==> config.mk <==
export PLATFORM = sky130hd
export DESIGN_NAME = seq_controller
export DESIGN_NICKNAME = d
export VERILOG_FILES = /design/src/rtl/seq_ctrl_pkg.sv /design/src/rtl/seq_decode.sv /design/src/rtl/seq_controller.sv
export SDC_FILE = /design/constraint.sdc
export NUM_CORES = 1
export LEC_CHECK = 0
export ABC_AREA = 1
export BUFFER_PORTS_ARGS = -buffer_cell sky130_fd_sc_hd__buf_2
export CORE_ASPECT_RATIO = 0.6
export CORE_MARGIN = 1
export CORE_UTILIZATION = 54
export DETAILED_ROUTE_END_ITERATION = 7
export MAX_ROUTING_LAYER = met4
export PLACE_DENSITY = 0.82
export REMOVE_ABC_BUFFERS = 1
export SLEW_MARGIN = 5
export SYNTH_ARGS = -nofsm -noshare
export SYNTH_HDL_FRONTEND = slang
export SYNTH_SLANG_ARGS = --single-unit
==> constraint.sdc <==
create_clock -name clk -period 1.55 [get_ports clk]
set_input_delay 0.155 -clock clk [delete_from_list [all_inputs] [get_ports clk]]
set_output_delay 0.155 -clock clk [all_outputs]
set_load 0.01 [all_outputs]
==> src/rtl/seq_ctrl_pkg.sv <==
// Shared definitions for seq_controller: FSM state encoding and opcode constants
// derived from the opcode field width.
package seq_ctrl_pkg;

   typedef enum logic [1:0] {
      ST_FETCH = 2'd0,
      ST_EXEC  = 2'd1,
      ST_HALT  = 2'd2
   } state_t;

   localparam int unsigned OP_NOP = 0;

   // HALT is the all-ones opcode, JMP sits directly below it.
   function automatic int unsigned op_halt(input int unsigned w);
      return (32'd1 << w) - 32'd1;
   endfunction

   function automatic int unsigned op_jmp(input int unsigned w);
      return op_halt(w) - 32'd1;
   endfunction

endpackage

==> src/rtl/seq_decode.sv <==
// Combinational opcode decode: one-hot register load, JMP, HALT and illegal flags.
module seq_decode
   import seq_ctrl_pkg::*;
#(
   parameter int OPCODE_W = 4,
   parameter int NUM_REGS = 3
) (
   input  logic [OPCODE_W-1:0] opcode,
   output logic [NUM_REGS-1:0] load,
   output logic                is_jmp,
   output logic                is_halt,
   output logic                is_illegal
);

   localparam logic [OPCODE_W-1:0] NOP_CODE  = OPCODE_W'(OP_NOP);
   localparam logic [OPCODE_W-1:0] JMP_CODE  = OPCODE_W'(op_jmp(OPCODE_W));
   localparam logic [OPCODE_W-1:0] HALT_CODE = OPCODE_W'(op_halt(OPCODE_W));

   logic is_nop;
   logic is_load;

   // NOTE: every output gets a default before the decode so no path can infer a latch.
   always_comb begin
      load    = '0;
      is_load = 1'b0;
      for (int i = 0; i < NUM_REGS; i++) begin
         if (opcode == OPCODE_W'(i + 1)) begin
            load[i] = 1'b1;
            is_load = 1'b1;
         end
      end
      is_nop     = (opcode == NOP_CODE);
      is_jmp     = (opcode == JMP_CODE);
      is_halt    = (opcode == HALT_CODE);
      is_illegal = !(is_nop || is_load || is_jmp || is_halt);
   end

endmodule

==> src/rtl/seq_controller.sv <==
// Two-phase (FETCH/EXEC) instruction sequencer with HALT/resume.
// Define SEQ_CONTROLLER_ILLEGAL_TRAP_EN to trap illegal opcodes into HALT.
module seq_controller
   import seq_ctrl_pkg::*;
#(
   parameter int OPCODE_W = 4,
   parameter int NUM_REGS = 3,
   parameter int ADDR_W   = 8
) (
   input  logic                clk,
   input  logic                rst_n,
   input  logic                instr_valid,
   output logic                instr_ready,
   input  logic [OPCODE_W-1:0] opcode,
   input  logic [ADDR_W-1:0]   operand,
   input  logic                resume,
   output logic [NUM_REGS-1:0] load_reg,
   output logic [ADDR_W-1:0]   pc,
   output logic                halted,
   output logic                illegal_op,
   output logic [15:0]         retired
);

`ifdef SEQ_CONTROLLER_ILLEGAL_TRAP_EN
   localparam bit TRAP_EN = 1'b1;
`else
   localparam bit TRAP_EN = 1'b0;
`endif

   state_t              state;
   state_t              next_state;
   logic [OPCODE_W-1:0] op_q;
   logic [ADDR_W-1:0]   operand_q;
   logic [NUM_REGS-1:0] dec_load;
   logic                dec_jmp;
   logic                dec_halt;
   logic                dec_illegal;
   logic                accept;
   logic                exec;
   logic                trap;

   seq_decode #(
      .OPCODE_W (OPCODE_W),
      .NUM_REGS (NUM_REGS)
   ) u_decode (
      .opcode     (op_q),
      .load       (dec_load),
      .is_jmp     (dec_jmp),
      .is_halt    (dec_halt),
      .is_illegal (dec_illegal)
   );

   assign accept = instr_valid && instr_ready;
   assign exec   = (state == ST_EXEC);
   assign trap   = TRAP_EN && dec_illegal;

   // NOTE: sequential state uses non-blocking assignments so every flop samples pre-edge values.
   always_ff @(posedge clk or negedge rst_n) begin
      if (!rst_n) state <= ST_FETCH;
      else        state <= next_state;
   end

   always_comb begin
      next_state = state;
      unique case (state)
         ST_FETCH: if (accept) next_state = ST_EXEC;
         ST_EXEC:  next_state = (dec_halt || trap) ? ST_HALT : ST_FETCH;
         ST_HALT:  if (resume) next_state = ST_FETCH;
         default:  next_state = ST_FETCH;
      endcase
   end

   // Ready is qualified by rst_n so it drops the moment reset asserts.
   always_comb begin
      instr_ready = rst_n && (state == ST_FETCH);
      halted      = (state == ST_HALT);
      load_reg    = exec ? dec_load : '0;
   end

   // NOTE: the capture registers are reset too, so decode never sees X straight after reset.
   always_ff @(posedge clk or negedge rst_n) begin
      if (!rst_n) begin
         op_q      <= '0;
         operand_q <= '0;
         pc        <= '0;
         retired   <= '0;
      end else begin
         if (accept) begin
            op_q      <= opcode;
            operand_q <= operand;
         end
         if (exec) begin
            if (retired != 16'hFFFF) retired <= retired + 16'd1;
            if (dec_jmp)    pc <= operand_q;
            else if (!trap) pc <= pc + ADDR_W'(1);
         end
      end
   end

`ifdef SEQ_CONTROLLER_ILLEGAL_TRAP_EN
   always_ff @(posedge clk or negedge rst_n) begin
      if (!rst_n)          illegal_op <= 1'b0;
      else if (exec && trap) illegal_op <= 1'b1;
   end
`else
   assign illegal_op = 1'b0;
`endif

endmodule

### After elaboration in Yosys (flattened, before gate mapping)

Cells that the tools add are included.

| cells by class | value |
|---|---|
| add/sub/neg operators | 2 |
| $mul | 0 |
| div/mod/pow operators | 0 |
| $lt $le $gt $ge | 0 |
| equal/unequal tests | 10 |
| shift-type cells | 0 |
| mux-type cells | 9 |
| bitwise logic cells | 0 |
| reductions and logical operators | 5 |

Operators with widths:

| kind | count |
|---|---|
| 16-bit by 1-bit adder with 16-bit output (second input constant) | 1 |
| 16-bit inequality test (second input constant) | 1 |
| 8-bit by 1-bit adder with 8-bit output (second input constant) | 1 |
| 4-bit by 2-bit equality test with 1-bit output (second input constant) | 2 |
| 4-bit equality test (second input constant) | 2 |
| 8-bit two-way mux | 1 |
| 2-bit two-way mux | 3 |
| 2-bit one-hot mux with 3 select lines | 1 |
| 4-bit by 1-bit equality test with 1-bit output (second input constant) | 1 |
| 2-bit inequality test (second input constant) | 2 |
| 2-bit AND reduction | 2 |
| 1-bit two-way mux | 3 |
| 3-bit two-way mux | 1 |
| 2-bit by 1-bit equality test with 1-bit output (second input constant) | 1 |
| 2-bit equality test (second input constant) | 1 |
| 1-bit logical AND | 2 |
| 2-bit logical NOT | 1 |

| storage, ports and cells | value |
|---|---|
| register bits after elaboration | 38 |
| latch bits | 0 |
| bits in writable memories | 0 |
| bits in read-only memories | 0 |
| input port bits | 16 |
| output and inout bits | 30 |
| memories kept | 0 |

### Longest topological paths before layout

Gate-level depths: netlist of run 1.

| logic depth | value |
|---|---|
| word-level depth | 5 |
| mapped depth | 9 |
| depth with buffers taken out | 9 |

### Hierarchy

Synthesis of run 1 repeated with hierarchy kept, for this count alone.

| second synthesis, totals | value |
|---|---|
| cells, all modules | 302 |
| area total of the unflattened synthesis | 2200.9 um^2 |

Modules (own cells, without submodules):

| module | times used | cells each | area an instance (um^2) | sequential area each (um^2) |
|---|---|---|---|---|
| seq_controller | 1 | 286 | 2132.0 | 950.9 |
| seq_decode | 1 | 16 | 68.8 | 0.0 |

### Worst setup path after synthesis of run 1

Ideal clock, no wire load.

| path | value |
|---|---|
| kind | reg2reg |
| start point | register retired[0] |
| end point | register retired[8] |
| arrival | 1291 ps |
| setup slack | 141 ps |
| cell stages (with the launch flop) | 10 |
| period minus slack after synthesis | 1409 ps |
| cell sequence | dfrtp_1 ha_1 nand2_1 nor2_2 nand3_2 nand2_2 nand2_2 buf_6 nand2_2 o21ai_2 |

| on the way | value |
|---|---|
| cells in the longest elaborated chain, start to end | 2 |
| elaborated cells on any way between the ends | 3 |
| classes of those cells | add/sub (1); eq/ne (1); reduce/logical (1) |

Ends and longest elaborated chain:

| what | RTL line | RTL |
|---|---|---|
| start, declared | seq_controller.sv:21 | `output logic [15:0] retired` |
| start signal, assigned | seq_controller.sv:93 | `if (retired != 16'hFFFF) retired <= retired + 16'd1;` |
| branches (longest 2 deep; another with 16-bit by 1-bit adder with 16-bit output) | -- |  |

Several ways; the timed one is not identified.
A chain may end at the register's enable or synchronous reset.

### Final worst setup path of run 1

| path | value |
|---|---|
| start point | register state[1] |
| end point | output load_reg[1] |

| on the way | value |
|---|---|
| cells in the longest elaborated chain, start to end | 2 |

Ends and longest elaborated chain:

| what | RTL line | RTL |
|---|---|---|
| start, declared | seq_controller.sv:30 | `state_t state;` |
| start signal, assigned | seq_controller.sv:60 | `else state <= next_state;` |
| 2-bit by 1-bit equality test with 1-bit output | seq_controller.sv:54 | `assign exec = (state == ST_EXEC);` |
| 3-bit two-way mux | seq_controller.sv:77 | `load_reg = exec ? dec_load : '0;` |
| end, declared | seq_controller.sv:17 | `output logic [NUM_REGS-1:0] load_reg,` |

Every way passes these cells.

==> results of run 1 <==
registers in the layout (all words and copies together) (netlist names):
register / flops
op_q: 4
operand_q: 8
pc: 8
retired: 16
state: 2
cells by family (layout without fill, tap and decap cells):
group           Yosys count  count (layout)  synth area share, %
xor+xnor                 10              10                 4.09
simple gates            173             173                 34.8
other cells               1               1                0.175
buf+inv                  37              98                 7.95
flops                    38              38                 44.4
fa+ha+maj                 2               2                 1.17
compound gates           26              26                 7.42
per-stage QoR:
stage                     total power, W  hold slack [ns]  utilization (%)  setup WS (ns)
after CTS                        0.00322           0.0355             69.3         0.0139
after global routing             0.00347           0.0378             71.1        -0.0132
final                            0.00326           0.0382             71.1         0.0830
after detailed placement         0.00235            0.268             65.8          0.131
after floorplan                  0.00196           -0.141                -        -0.0826
after global placement           0.00231            0.266             65.8          0.187
area by class of cell:
cell class,count,area [um2]
clock buffers,5,68.8
multi-input cells,212,1040
flip-flops and latches,38,952
repair buffers,62,370
inverters,28,110
fillers,294,1080
well taps,47,58.8
clock inverters,3,45.0
critical path: stages, from the launching register on:
cell and delay [ns]:
dfrtp_1 0.40, inv_2 0.08, nand2_4 0.09, inv_6 0.09
nand2_2 0.07, nor3_1 0.12, buf_2 0.15
metal layers:
metal / vias to the layer above / wire [um] / track usage, % / part of all wire [%]
li1: 1018 / - / - / -
met1: 940 / 2450 / 38.5 / 49
met2: 71 / 2110 / 37.6 / 42
met3: 11 / 339 / 5.43 / 6.8
met4: 0 / 79 / 8.62 / 1.6
met5: - / 0 / - / 0
worst min-delay path by stage:
stage	start	to	depth (start not counted)
floorplan	rst_n	op_q[0]$_DFFE_PN0P_	0
global placement	rst_n	op_q[1]$_DFFE_PN0P_	2
detailed placement	rst_n	op_q[0]$_DFFE_PN0P_	2
CTS	opcode[2]	op_q[2]$_DFFE_PN0P_	3
global route	resume	state[1]$_DFFE_PN0P_	2
finish	opcode[2]	op_q[2]$_DFFE_PN0P_	3
placed cells by master (no fill, tap or decap), types with 2 or more instances in the layout:
cell type   Yosys  layout
inv_2           5       5
nand3_1        21      21
a21oi_1         5       5
nand2_2         9       9
clkinvlp_4      0       2
dfrtp_1        38      37
o21ai_2         6       6
nand4_1         3       3
nor3_2          0       2
inv_1          22      21
buf_2           4      44
o21ai_1         3       3
xor2_1         10      10
clkbuf_8        0       5
buf_4           3      16
nor2_1         24      24
nand2_1       106     105
o21ai_0        10      10
power by group through the flow:
| stage | clock network, W | logic (W) | registers (W) |
|---|---|---|---|
| 5_1_grt | 0.000909 | 0.00109 | 0.00147 |
| 6_report | 0.000862 | 0.000972 | 0.00142 |
| 2_1_floorplan | 0 | 0.000485 | 0.00147 |
| 3_5_place_dp | 0 | 0.000914 | 0.00144 |
| 3_3_place_gp | 0 | 0.000883 | 0.00143 |
| 4_1_cts | 0.000872 | 0.000927 | 0.00142 |
what timing repair did:
action                     in CTS  in global routing
resized for setup               3                  6
setup buffers                   0                  6
hold buffers                    1                  0
setup endpoints to repair       3                 11
hold endpoints to repair       38                  0
gates cloned                    0                  0
pin swaps                       0                  0
==> impl_metrics.csv, run 1 <==
group,metric,value,unit
outcome,status,"completed",
synth,avgSynthCellArea,7.46,um2
route,routed_via_density,5.16,
clock_tree,clockRootBuffer,"clkbuf_8",
synth,ys_seq_area_share,44.4,%
synth,synth_area,0.00214,mm2
critical_path,r2r_slack,0.10,ns
final_layout,syn_to_final_growth,23.6,%
clock_tree,ctsLongestPathBuffers,2,
timing,finalSetupTns,0,ns
power,ir_drop,0.980,mV
clock_tree,path_clk_slew,0.08,ns
die,ios,46,
die,fp.dieArea,0.00423,mm2
power,leakage,1.41,nW
placed_design,dpl_cell_area,0.00245,mm2
timing,final.setup_skew,0.00782,ns
grt,grt_overflow,0,
grt,antenna_found_initial,0,
critical_path,path_class,"flip-flop to primary output",
die,die_h,50.8,um
route,drc,0,
critical_path,regToRegEndpoint,"retired[11]$_DFFE_PN0P_",
critical_path,end_kind,"primary output",
timing,drv_slew,0,
synth,yosys_most_used_dff,"dfrtp_1",
route,drt_iter0_drc,144,
power,internal_power,0.00209,W
die,core_area,0.00372,mm2
power,pwr-share-clk,26.5,%
route,vias,2040,
power,p_sw,0.00117,W
placed_design,gp_congestion,0.875,
final_layout,drive_above_1_share,28.4,%
synth,synth_edf_count,0,
critical_path,r2r_start,"retired[1]$_DFFE_PN0P_",
clock_tree,cts_tree,"yes",
worst_hold_path,holdCritPathClass,"primary input to flip-flop",
timing,fmax,0.682,GHz
power,power_frac_comb,29.9,%
route,ant_nets,0,
clock_tree,ctsHtreeMaxLevel,2,
route,post_drt_wl_per_cell,12.6,um
power,power_density,1230,mW/mm2
flow_run,maxCapViolCount,0,
critical_path,reg2regPathDepth,9,
power,p_sw_share,35.9,%
critical_path,path_max_fanout,7,
critical_path,start_kind,"flip-flop",
grt,grtUsageTotal,26.7,%
grt,grt_max_degree,39,
route,drtPass1Iterations,5,
synth,syn_inst,287,
die,start_util,57.5,%
critical_path,endpoint,"load_reg[1]",
synth,synth_top_cell_area_share,44.4,%
clock_tree,clock_latency,0.30,ns
timing,hold_viol_final,0,
critical_path,setup.worst_path.start,"state[1]$_DFFE_PN0P_",
synth,synthTopCellsByCount,"106 x nand2_1, 38 x dfrtp_1, 24 x nor2_1",
timing,setup_viol,0,
synth,yosysMostFrequentCell,"nand2_1",
placed_design,place_hpwl,3600,um
final_layout,layout.cells.non_filler,395,
die,die_w,83.3,um
clock_tree,numCtsBuffers,5,
timing,rsz0062_at_grt,"true",
synth,synth_seq_cells,38,
critical_path,required,1.39,ns
final_layout,n_antenna_cell,0,
route,routed_wl,4980,um
synth,synth_cell_type_count,29,
timing,final.period_utilization,94.6,%
power,pwr-share-seq,43.7,%
synth,synth_area_leaders,"dfrtp_1 44%, nand2_1 19%, nand3_1 4.9%",
critical_path,arrival,1.31,ns
timing,fin_crit,1.47,ns
synth,synth_top_area_cell,"dfrtp_1",
placed_design,place.port_buffers,44,
grt,first_global_vias,1796,
synth,ys_warn_count,0,
placed_design,dp.cells,380,
synth,synthArstFlopShare,100,%
grt,grt_pass1_wl,8380,um
die,fp-row-count,17,
final_layout,final_area,0.00265,mm2
clock_tree,clock-sinks,38,
final_layout,finalNetCount,365,
Note: power is estimated with default switching activity, not from simulation.
==> run 2, diff against run 1 <==
Settings changed: BUFFER_PORTS_ARGS -buffer_cell sky130_fd_sc_hd__buf_2 to not set, CORE_MARGIN 1 to 3, CORE_UTILIZATION 54 to 60, DONT_BUFFER_PORTS set to 1, PLACE_DENSITY 0.82 to 0.79.
==> run 2 against run 1 <==
  * Sequential power grew 8%
  * Via count grew 3.5%
  * Power shrank 4.4%
  * Clock power shrank 16%
  * Final area grew 2.3%
  * Global-route usage grew 0.12 points
  * Register-to-register slack lost 0.05 ns
  * Routed wire length grew 18%
  * Worst hold slack gained 0.14 ns
  * Clock skew shrank 0.0017 ns
  * Critical path type is now flip-flop to flip-flop
  * Critical path depth grew 3
==> impl_metrics.csv, run 2 (synthesis gave the netlist of run 1 again) <==
group,metric,value,unit
clock_tree,ctsHtreeMaxLevel,2,
final_layout,largest_reg_flops,16,
placed_design,gp_congestion,0.899,
placed_design,dp.cells,342,
critical_path,path_max_fanout,10,
timing,holdWs,0.178,ns
critical_path,path_class,"flip-flop to flip-flop",
critical_path,cp_slowest_cell,"dfrtp_1",
critical_path,end_kind,"flip-flop",
critical_path,arrival,1.69,ns
die,start_util,64.0,%
route,vias,2111,
final_layout,regMostFlops,"retired",
route,drtPass1Iterations,5,
final_layout,syn_to_final_growth,26.4,%
outcome,status,"completed",
timing,hold_viol_final,0,
worst_hold_path,holdCritPathClass,"primary input to flip-flop",
timing,fin_crit,1.50,ns
final_layout,finish.utilization,81.0,%
placed_design,place_hpwl,3600,um
critical_path,r2r_start,"retired[1]$_DFFE_PN0P_",
clock_tree,numCtsBuffers,5,
route,post_drt_wl_per_cell,15.9,um
die,fp.dieArea,0.00434,mm2
final_layout,drive_above_1_share,20.6,%
power,ir_drop,0.805,mV
critical_path,endpoint,"retired[4]$_DFFE_PN0P_",
grt,first_global_vias,1868,
route,drt_iter0_drc,160,
timing,setup_viol,0,
clock_tree,clock_latency,0.29,ns
final_layout,multi_input_area,0.00110,mm2
route,routed_via_density,5.71,
critical_path,critical_path_depth,9,
final_layout,final_cell_mix,"103 x nand2_1, 37 x dfrtp_1, 23 x nor2_1",
clock_tree,clockRootBuffer,"clkbuf_8",
final_layout,final_common_cell,"nand2_1",
final_layout,finalNetCount,342,
route,drc,0,
grt,grtUsageTotal,26.8,%
worst_hold_path,holdPathStages,3,
worst_hold_path,hold_start,"instr_valid",
grt,antenna_found_initial,0,
die,die_h,52.3,um
clock_tree,path_clk_slew,0.08,ns
clock_tree,ctsLongestPathBuffers,2,
critical_path,critPathMaxStageDelay,0.37,ns
timing,rsz0062_at_grt,"true",
die,ios,46,
critical_path,start_kind,"flip-flop",
power,leakage,1.34,nW
grt,grt_overflow,0,
grt,grt_max_degree,39,
critical_path,r2r_slack,0.05,ns
die,core_area,0.00334,mm2
critical_path,regToRegEndpoint,"retired[4]$_DFFE_PN0P_",
route,ant_nets,0,
critical_path,setup.worst_path.start,"retired[1]$_DFFE_PN0P_",
clock_tree,clock-sinks,38,
timing,final.setup_skew,0.00608,ns
timing,drv_slew,0,
timing,final.period_utilization,96.9,%
critical_path,required,1.74,ns
timing,fmax,0.665,GHz
final_layout,fillers,201,
die,die_w,83.1,um
die,fp-row-count,16,
final_layout,register_area,952,um2
critical_path,reg2regPathDepth,9,
clock_tree,cts_tree,"yes",
critical_path,worstPathCellList,"ha_2, nand2_2, nor2_4, nand3_2, nand2_2, nand2_4, clkbuf_16, nand2_2, o21ai_2",
final_layout,layout.cells.non_filler,370,
grt,grt_pass1_wl,8930,um
flow_run,maxCapViolCount,0,
final_layout,top_regs,"retired x16, operand_q x8, pc x8",
critical_path,critPathTopFamily,"simple AND/OR/NAND/NOR gates",
final_layout,n_antenna_cell,0,
critical_path,crit_buf_inv,1,
route,routed_wl,5890,um
critical_path,crit_top_cell,"nand2_2",
power,power_density,1150,mW/mm2
placed_design,place.port_buffers,0,
[run 2: per-stage QoR]
| stage | area (um2) | TNS, ns | power (W) | worst slack [ns] |
|---|---|---|---|---|
| after floorplan | 2080 | -0.871 | 0.00196 | -0.0826 |
| after global placement | 2290 | 0 | 0.00217 | 0.104 |
| after detailed placement | 2290 | 0 | 0.00219 | 0.0541 |
| after CTS | 2580 | 0 | 0.00299 | 0.0277 |
| after global routing | 2710 | -0.480 | 0.00330 | -0.0461 |
| final | 2710 | 0 | 0.00311 | 0.0473 |
[run 2: how the worst min path moves through the flow]
stage                          endpoint  slack (ns)
2_1_floorplan       op_q[0]$_DFFE_PN0P_       -0.14
3_3_place_gp          pc[0]$_DFFE_PN0P_       -0.14
3_5_place_dp          pc[3]$_DFFE_PN0P_       -0.14
4_1_cts        operand_q[5]$_DFFE_PN0P_        0.18
5_1_grt        operand_q[5]$_DFFE_PN0P_        0.20
6_report       operand_q[5]$_DFFE_PN0P_        0.18
[run 2: repair_timing]
item | CTS | global route
hold buffers | 15 | 0
hold endpoints to repair | 51 | 0
setup buffers | 0 | 3
pin swaps | 1 | 5
gates cloned | 0 | 2
endpoints found under the setup margin | 3 | 13
resized for setup | 9 | 13
[run 2: per-layer routing]
metal  vias to the layer above  wire (um)  global-route usage (%)
met5                         -          0                       -
met3                        17        564                    8.63
met2                       122       2560                    37.5
met1                       996       2620                    37.9
li1                        976          -                       -
met4                         0        139                    5.98
[run 2: worst reg2reg max path: cells and delay by family (launching register included)]
kind,cells,cell delay (ns)
AOI/OAI and AO/OA,1,0.04
adders and majority gates,1,0.22
buffers and inverters,1,0.19
DFF,1,0.37
and+or+nand+nor,6,0.58
[run 2: power breakdown]
group	switching [W]	internal [W]	leakage [nW]	total, W
clock network	0.000368	0.000358	0.0472	0.000726
logic	0.000493	0.000366	0.800	0.000860
registers	0.000331	0.00119	0.493	0.00153
[run 2: final cells by class]
type,count,area share (%)
clock buffers,6,3.05
clock inverters,2,0.462
inverters,28,4.16
multi-input cells,212,40.7
flip-flops and latches,38,35.2
well taps,45,2.08
repair buffers,39,14.3
